## src/rtl/microsequencer.sv

```systemverilog
// Microprogram sequencer: selects the next control-store address from
// increment, direct/dispatch branches and a bounded LIFO return stack.
module microsequencer #(
  parameter int unsigned       AW        = 5,
  parameter int unsigned       CCW       = 4,
  parameter int unsigned       DEPTH     = 4,
  parameter logic [AW-1:0]     RESET_VEC = '0,
  localparam int unsigned      CSW       = (CCW > 1) ? $clog2(CCW) : 1
) (
  input  logic           clock,
  input  logic           reset,
  input  logic [AW-1:0]  ibin,
  input  logic [AW-1:0]  sbin,
  input  logic [AW-1:0]  dbin,
  input  logic [CCW-1:0] cbin,
  input  logic [2:0]     nssel,
  input  logic [CSW-1:0] ccsel,
  input  logic           ccpol,
  input  logic           stall,
  output logic [AW-1:0]  nextst,
  output logic [AW-1:0]  upc,
  output logic           stk_empty,
  output logic           stk_full,
  output logic           ovf,
  output logic           unf
);

  localparam int unsigned SPW = $clog2(DEPTH + 1);
  localparam int unsigned IW  = $clog2(DEPTH);

  typedef enum logic [2:0] {
    NS_SEQ   = 3'd0,
    NS_JMP   = 3'd1,
    NS_IB    = 3'd2,
    NS_SB    = 3'd3,
    NS_CJMP  = 3'd4,
    NS_CALL  = 3'd5,
    NS_RET   = 3'd6,
    NS_CCALL = 3'd7
  } ns_e;

  logic [AW-1:0]  r_upc;
  logic [SPW-1:0] r_sp;
  logic           r_empty;
  logic           r_full;
  logic           r_ovf;
  logic           r_unf;
  logic [AW-1:0]  r_stk [DEPTH];

  logic           w_cond;
  logic [AW-1:0]  w_inc;
  logic [AW-1:0]  w_top;
  logic [SPW-1:0] w_sp_m1;
  logic [AW-1:0]  w_next;
  logic           w_push;
  logic           w_pop;
  logic [AW-1:0]  w_upc_nxt;
  logic [SPW-1:0] w_sp_nxt;
  logic           w_ovf_nxt;
  logic           w_unf_nxt;

  assign w_inc   = r_upc + AW'(1);
  assign w_sp_m1 = r_sp - SPW'(1);
  assign w_top   = r_stk[w_sp_m1[IW-1:0]];

  // Condition select; an index past the last code bit never branches.
  always_comb begin
    w_cond = 1'b0;
    if (32'(ccsel) < CCW) w_cond = ~(cbin[ccsel] ^ ccpol);
  end

  // Next-address mux and stack request decode.
  always_comb begin
    w_next = w_inc;
    w_push = 1'b0;
    w_pop  = 1'b0;
    if (reset) begin
      w_next = RESET_VEC;
    end else if (stall) begin
      w_next = r_upc;
    end else begin
      unique case (ns_e'(nssel))
        NS_SEQ:  w_next = w_inc;
        NS_JMP:  w_next = dbin;
        NS_IB:   w_next = ibin;
        NS_SB:   w_next = sbin;
        NS_CJMP: w_next = w_cond ? dbin : w_inc;
        NS_CALL: begin
          w_next = dbin;
          w_push = 1'b1;
        end
        NS_RET: begin
          w_pop  = 1'b1;
          w_next = r_empty ? RESET_VEC : w_top;
        end
        NS_CCALL: begin
          if (w_cond) begin
            w_next = dbin;
            w_push = 1'b1;
          end
        end
        default: w_next = w_inc;
      endcase
    end
  end

  // Next register state; overflowing pushes and underflowing pops leave sp alone.
  always_comb begin
    w_upc_nxt = r_upc;
    w_sp_nxt  = r_sp;
    w_ovf_nxt = r_ovf;
    w_unf_nxt = r_unf;
    if (!stall) begin
      w_upc_nxt = w_next;
      if (w_push) begin
        if (r_full) w_ovf_nxt = 1'b1;
        else        w_sp_nxt  = r_sp + SPW'(1);
      end
      if (w_pop) begin
        if (r_empty) w_unf_nxt = 1'b1;
        else         w_sp_nxt  = w_sp_m1;
      end
    end
  end

  always_ff @(posedge clock) begin
    if (reset) begin
      r_upc   <= RESET_VEC;
      r_sp    <= '0;
      r_empty <= 1'b1;
      r_full  <= 1'b0;
      r_ovf   <= 1'b0;
      r_unf   <= 1'b0;
    end else begin
      r_upc   <= w_upc_nxt;
      r_sp    <= w_sp_nxt;
      r_empty <= (w_sp_nxt == '0);
      r_full  <= (w_sp_nxt == SPW'(DEPTH));
      r_ovf   <= w_ovf_nxt;
      r_unf   <= w_unf_nxt;
    end
  end

  // Stack storage needs no reset; w_push is already cleared under reset/stall.
  always_ff @(posedge clock) begin
    if (w_push && !r_full) r_stk[r_sp[IW-1:0]] <= w_inc;
  end

  assign nextst    = w_next;
  assign upc       = r_upc;
  assign stk_empty = r_empty;
  assign stk_full  = r_full;
  assign ovf       = r_ovf;
  assign unf       = r_unf;

endmodule

```

## config.mk

```make
export PLATFORM = sky130hd
export DESIGN_NAME = microsequencer
export DESIGN_NICKNAME = d
export VERILOG_FILES = /design/src/rtl/microsequencer.sv
export SDC_FILE = /design/constraint.sdc
export NUM_CORES = 1
export LEC_CHECK = 0
export ABC_AREA = 1
export CORE_ASPECT_RATIO = 1.5
export CORE_MARGIN = 2
export CORE_UTILIZATION = 41
export DETAILED_ROUTE_END_ITERATION = 10
export PLACE_DENSITY = 0.68
export SLEW_MARGIN = 15
export SYNTH_ARGS = -nofsm -noshare
export SYNTH_HDL_FRONTEND = slang
export SYNTH_SLANG_ARGS = --single-unit
export TNS_END_PERCENT = 1
```

## constraint.sdc

```tcl
create_clock -name clock -period 3.3 [get_ports clock]
set_clock_uncertainty 0.05 [all_clocks]
set_input_delay 0.825 -clock clock [delete_from_list [all_inputs] [get_ports clock]]
set_output_delay 0.825 -clock clock [all_outputs]
set_load 0.005 [all_outputs]
```

==> summary.md, run 1 <==
| Metric | Value |
|---|---|
| Outcome | finished, final reports clean |
| Initial Utilization | between 40 and 50% |
| # DRC | 0 |
| Drt first pass iters | 4 |
| CP startpoint kind | primary input |
| Power Density | between 300 and 400 mW/mm2 |
| Cells on worst reg2reg path | 9 |
| Fin crit share | a little over nine tenths |
| DIE WIDTH | 58.13 um |
| DP Area | ~0.0025 mm2 |
| Fmax | just over 300 MHz |
| # diodes | 0 |
| Vias in the first global route | ~1,700 |
| Post-synth EDFFs | 20 |
| VDD IR-drop max | 355.6 uV |
| Hold path depth | 1 |
| WL/cell | 13.01 um |
| Largest family of logic cells by synthesized area | simple AND/OR/NAND/NOR gates |
| Gate Count Post-Synth | 218 |
| Synthesis Warnings | 0 |
| Clock Sinks | 32 |
| Gr usage total | between 10% and 20% |
| Async S/R FF share, synth | 0% |
| Hold_buf cts | 0 |
| CP Capture Type | primary output |
| Top FF cell, synth | edfxtp_1 |
| Clock tree root buffer cell | clkbuf_8 |
| Worst Tran Pin Value | ~0.51 ns |
| Flops & latches, synth | 32 |
| Simple-Gate Fraction of Synth Area | roughly 26% |
| Drt total wl | approximately 4400 um |
| Area grow syn2layout | 44.93% |
| Design Power | approximately 1000 uW |
| H-tree Lvls | 2 |
| Post-synthesis mux area share | 0% |
| Number of buffers created by CTS | 5 |
| Sequential area share after synthesis | a little under half |
| Clk buf depth | 2 |
| Hold Vio Cnt, Final | 0 |
| Post-Route Setup TNS | 0 ns |
| Most common cell after layout, fill and taps aside | nand2_1 |
| Final setup violation count | 0 |
| IO Count | between 40 and 50 |
| Final Cell Area | between 0.002 and 0.003 mm2 |
| Final Hold Slack | ~0.42 ns |
| Full die area | around 0.0050 mm2 |
| DP HPWL | 3638 um |
| Slew margin rel. | 65.92% |
| Share of layout cells above drive strength 1 | approximately 24% |
| Unrepaired setup endpoints after global routing | yes |
| Core Area | about 0.0042 mm2 |
| Minimum clock period | about 3.3 ns |
| Die height | 85.19 um |
| Rows | 29 |
| TritonCTS clock tree | built |
| Starting DRT DRC Count | 36 |
| Vias per cell | approximately 5.1 |
| R2R Setup Slk | approximately 1.5 ns |
| Initial antenna violation count | 0 |
| IO buf count | around 40 |
| Synth unique cells | 32 |
| GPL Wtd Cong | just under 0.9 |
| Critical Path AT | ~2.4 ns |
| Cell Area, Synth | approximately 0.0018 mm2 |
| Worst skew pair latency | 0.29 ns |
| Post-Synthesis Net Count | around 250 |
| Post-Synth Adder-Cell Area | 3.472% |
| Antenna Nets Post-Route | 0 |
| Final nets | 326 |
| WP data required | between 2 and 2.5 ns |
| DR vias | 1,745 |
| Max FO, Critical Path | 3 |
| LEAKAGE | 0.001117 uW |
| Compound-Gate Fraction of Synth Area | between 10% and 20% |
| First-pass GRT wire length | about 7300 um |
| Maxcap violations | 0 |
| Largest net degree at the start of global routing | 14 |
| Reg clk slew, reported paths | 0.07 ns |
| Average cell area after synthesis | roughly 8.3 um2 |
| Commonest non-fill, non-tap cells in the layout | nand2_1 (38), clkdlybuf4s50_1 (31), buf_4 (30), inv_1 (25), nor2_1 (21) |
| Total grt overflow | 0 |
| Max Slew Vio Count | 0 |
| Worst hold path class | register to register |
| Post-Synth XOR/XNOR Area | just under 2% |
| CP Class | primary input to primary output |
==> critical path, cell delays in order <==
cell             delay, ns
clkdlybuf4s50_1       0.47
nand2_1               0.06
nand3_2               0.08
nand2_1               0.07
nand2_2               0.07
nand2_2               0.07
inv_2                 0.06
nor2_1                0.04
o211ai_1              0.20
nor2_1                0.08
o21ai_1               0.14
clkdlybuf4s15_2       0.22
==> path summary, 6_finish.rpt <==
path,from,end
max,cbin[1],nextst[1]
min,ovf,ovf
min reg2reg,ovf,ovf
max reg2reg,r_sp[1],upc[0]
==> per-layer routing <==
layer	GRT usage, %	up-vias	part of all wire, %
met5	0	-	0
met4	12.26	0	4.8
met3	5.183	19	5.3
met2	34.92	51	53
met1	20.57	787	37
li1	-	888	-
==> state kept, by name, summed over array words and instances (netlist names) <==
register / flops
r_stk: 20
stk_full: 1
ovf: 1
unf: 1
r_sp: 3
stk_empty: 1
upc: 5
==> Yosys cell counts (all sizes together) (3+ instances only) <==
library cell	count	area, um2
nor2	26	125.1
inv	30	112.6
dfxtp	12	240.2
edfxtp	20	600.6
ha	5	62.56
xor2	3	26.28
nor3	5	41.29
nand2	46	180.2
nand4	3	18.77
o22ai	5	31.28
a21oi	12	60.06
nand3	17	95.09
o21ai	21	105.1
==> timing repair <==
item,in CTS,in global routing
endpoints found under the hold margin,0,0
setup endpoints to repair,5,5
resized for setup,22,14
pin swaps,3,8
setup buffers,1,2
==> metrics by stage <==
stage	cells	util [%]	setup WS, ns
after CTS	338	61.13	-0.04159
final	340	61.51	0.04020
after detailed placement	329	57.88	-0.4790
after floorplan	218	-	0.6941
after global placement	329	57.88	-0.4929
after global routing	340	61.51	-0.06616
==> where the power goes <==
group / leakage [uW] / internal (uW) / switching, uW
Combinational: 0.000782 / 98.4 / 93.8
Clock: 0.0000552 / 224 / 135
Sequential: 0.000280 / 438 / 10.8
==> logic make-up after synthesis <==
group / count (synthesis)
buffers and inverters: 33
and+or+nand+nor: 97
xor gates and xnor gates: 4
adders and majority gates: 5
AOI/OAI and AO/OA: 47
DFF: 32
==> layout make-up <==
class                           count  area (um2)
Sequential cell                    32       840.8
Multi-Input combinational cell    153       878.3
Inverter                           30       112.6
Timing Repair Buffer               71       614.3
Clock buffer                        6       72.57
Tap cell                           46       57.56
Fill cell                         355        1634
Clock inverter                      2       35.03
Note: power is estimated with default switching activity, not from simulation.
==> run 2, diff against run 1 <==
--- a/config.mk
+++ b/config.mk
@@ -10,7 +10,7 @@
 export CORE_MARGIN = 2
 export CORE_UTILIZATION = 41
 export DETAILED_ROUTE_END_ITERATION = 10
-export PLACE_DENSITY = 0.68
+export PLACE_DENSITY = 0.67
 export SLEW_MARGIN = 15
 export SYNTH_ARGS = -nofsm -noshare
 export SYNTH_HDL_FRONTEND = slang
==> run 2 against run 1 <==
Register-to-register slack about the same. Total power is 7.5% lower. Count of clock-buffer cells in the layout is 1 lower. Largest cell class unchanged. Highest routed layer unchanged.
==> summary.md, run 2 (synthesis results as in run 1) <==
| Metric | Value |
|---|---|
| R2R Setup Slk | ~1.5 ns |
| Critical path cell sequence | clkdlybuf4s50_1, inv_1, nand3_2, nand2_1, nand2_2, nand2_2, inv_1, nor2_1, o211ai_1, nor2_1, o21ai_1, dlygate4sd2_1 |
| Unrepaired setup endpoints after global routing | yes |
| GPL Wtd Cong | just over 0.9 |
| Most common cell after layout, fill and taps aside | nand2_1 |
| Worst Tran Pin Value | approximately 0.46 ns |
| H-tree Lvls | 2 |
| Seq. cell area | between 800 and 900 um2 |
| DR vias | 1,752 |
| Post-Route Setup TNS | 0 ns |
| Largest net degree at the start of global routing | 14 |
| Share of layout cells above drive strength 1 | between 20% and 30% |
| Final nets | about 330 |
| DP HPWL | slightly below 4000 um |
| Max Slew Vio Count | 0 |
| Antenna Nets Post-Route | 0 |
| IO Count | 42 |
| WP data required | approximately 2.4 ns |
| TritonCTS clock tree | built |
| CP max stage delay | slightly below 0.5 ns |
| Fmax | about 300 MHz |
| Drt total wl | 4789 um |
| Vias in the first global route | around 1,900 |
| Outcome | finished, final reports clean |
| # diodes | 0 |
| CP bufs+invs | 4 |
| Multi-input logic area | ~910 um2 |
| CP Capture Type | primary output |
| LEAKAGE | between 0.001 and 0.0015 uW |
| Slew margin rel. | a little over two thirds |
| Fin crit share | roughly 100% |
| Starting DRT DRC Count | 29 |
| Initial Utilization | between 40% and 50% |
| Gr usage total | ~22% |
| Max FO, Critical Path | 3 |
| Commonest non-fill, non-tap cells in the layout | nand2_1 (38), clkdlybuf4s50_1 (32), buf_4 (29), inv_1 (26) |
| Rows | 29 |
| Minimum clock period | approximately 3.3 ns |
| First-pass GRT wire length | around 8200 um |
| Maxcap violations | 0 |
| Crit-path leading delay family | buffers and inverters |
| Power Density | 354.2 mW/mm2 |
| Worst skew pair latency | 0.28 ns |
| Clk buf depth | 2 |
| CP Class | primary input to primary output |
| IO buf count | 41 |
| # DRC | 0 |
| Crit-path slowest cell | clkdlybuf4s50_1 |
| Core Area | around 0.0042 mm2 |
| Hold Vio Cnt, Final | 0 |
| Clock tree root buffer cell | clkbuf_8 |
| Placed cells | 330 |
| WL/cell | about 14 um |
| Critical Path AT | 2.41 ns |
| Die height | ~85 um |
| Max FFs per register | 20 |
| Vias per cell | 5.168 |
| DIE WIDTH | roughly 58 um |
| Final setup violation count | 0 |
| Clock Sinks | 32 |
| Fill cells | roughly 380 |
| Non-Filler Instances | roughly 340 |
| CP startpoint kind | primary input |
| Design Power | around 900 uW |
| Area grow syn2layout | 44.93% |
| Worst hold path class | register to register |
| Number of buffers created by CTS | 5 |
| Drt first pass iters | 4 |
| Total grt overflow | 0 |
| Initial antenna violation count | 0 |
| Full die area | just under 0.005 mm2 |
| Reg clk slew, reported paths | about 0.06 ns |
| VDD IR-drop max | 378.7 uV |
## run 2: worst reg2reg max path: stages (launching register included)
cell and delay [ns]:
dfxtp_1 0.32, inv_1 0.05, ha_1 0.36, inv_1 0.18, o21ai_0 0.11, o22ai_1 0.22
a21oi_1 0.12, o211ai_2 0.09, nand3_2 0.11, a21oi_1 0.13
## run 2: area by class of cell
class | instances | share of cell area (%)
clock buffer | 5 | 2.635
tap | 46 | 2.204
inverter | 30 | 4.312
clock inverter | 3 | 0.5271
multi-input combinational | 153 | 34.88
sequential | 32 | 32.20
timing repair buffer | 70 | 23.24
## run 2: report_power, final
group,switching (uW),internal (uW)
combinational,98.5,98.0
clock,137,143
sequential,11.0,438
total,246,679
## run 2: metal layers
layer  vias up  global-route usage, %  routed length (um)
met3         5                  4.421                 176
met4         0                  8.457                  70
met5         -                      0                   0
met2        41                  41.84                2775
met1       818                  21.88                1765
li1        888                      -                   -
## run 2: final timing paths
kind	depth (start not counted)	from	to
hold reg to reg	1	ovf	ovf
setup / recovery	12	ccsel[1]	nextst[1]
hold / removal	1	ovf	ovf
setup reg to reg	9	r_sp[0]	upc[0]
## run 2: what timing repair did
item,4_1_cts,5_1_grt
buffers inserted,1,0
hold buffers,0,0
endpoints found under the hold margin,0,0
setup endpoints to repair,5,5
resized for setup,33,3
pin swaps,4,4
## run 2: per-stage QoR
step / setup slack (ns) / utilization [%] / hold slack (ns) / cell area (um2)
floorplan: 0.6941 / - / 0.4017 / 1802
global placement: -0.4559 / 58.06 / 0.4012 / 2465
detailed placement: -0.4222 / 58.06 / 0.4048 / 2465
CTS: -0.01303 / 61.86 / 0.4194 / 2626
global route: -0.05325 / 61.51 / 0.4358 / 2611
finish: 0.01272 / 61.51 / 0.4132 / 2611
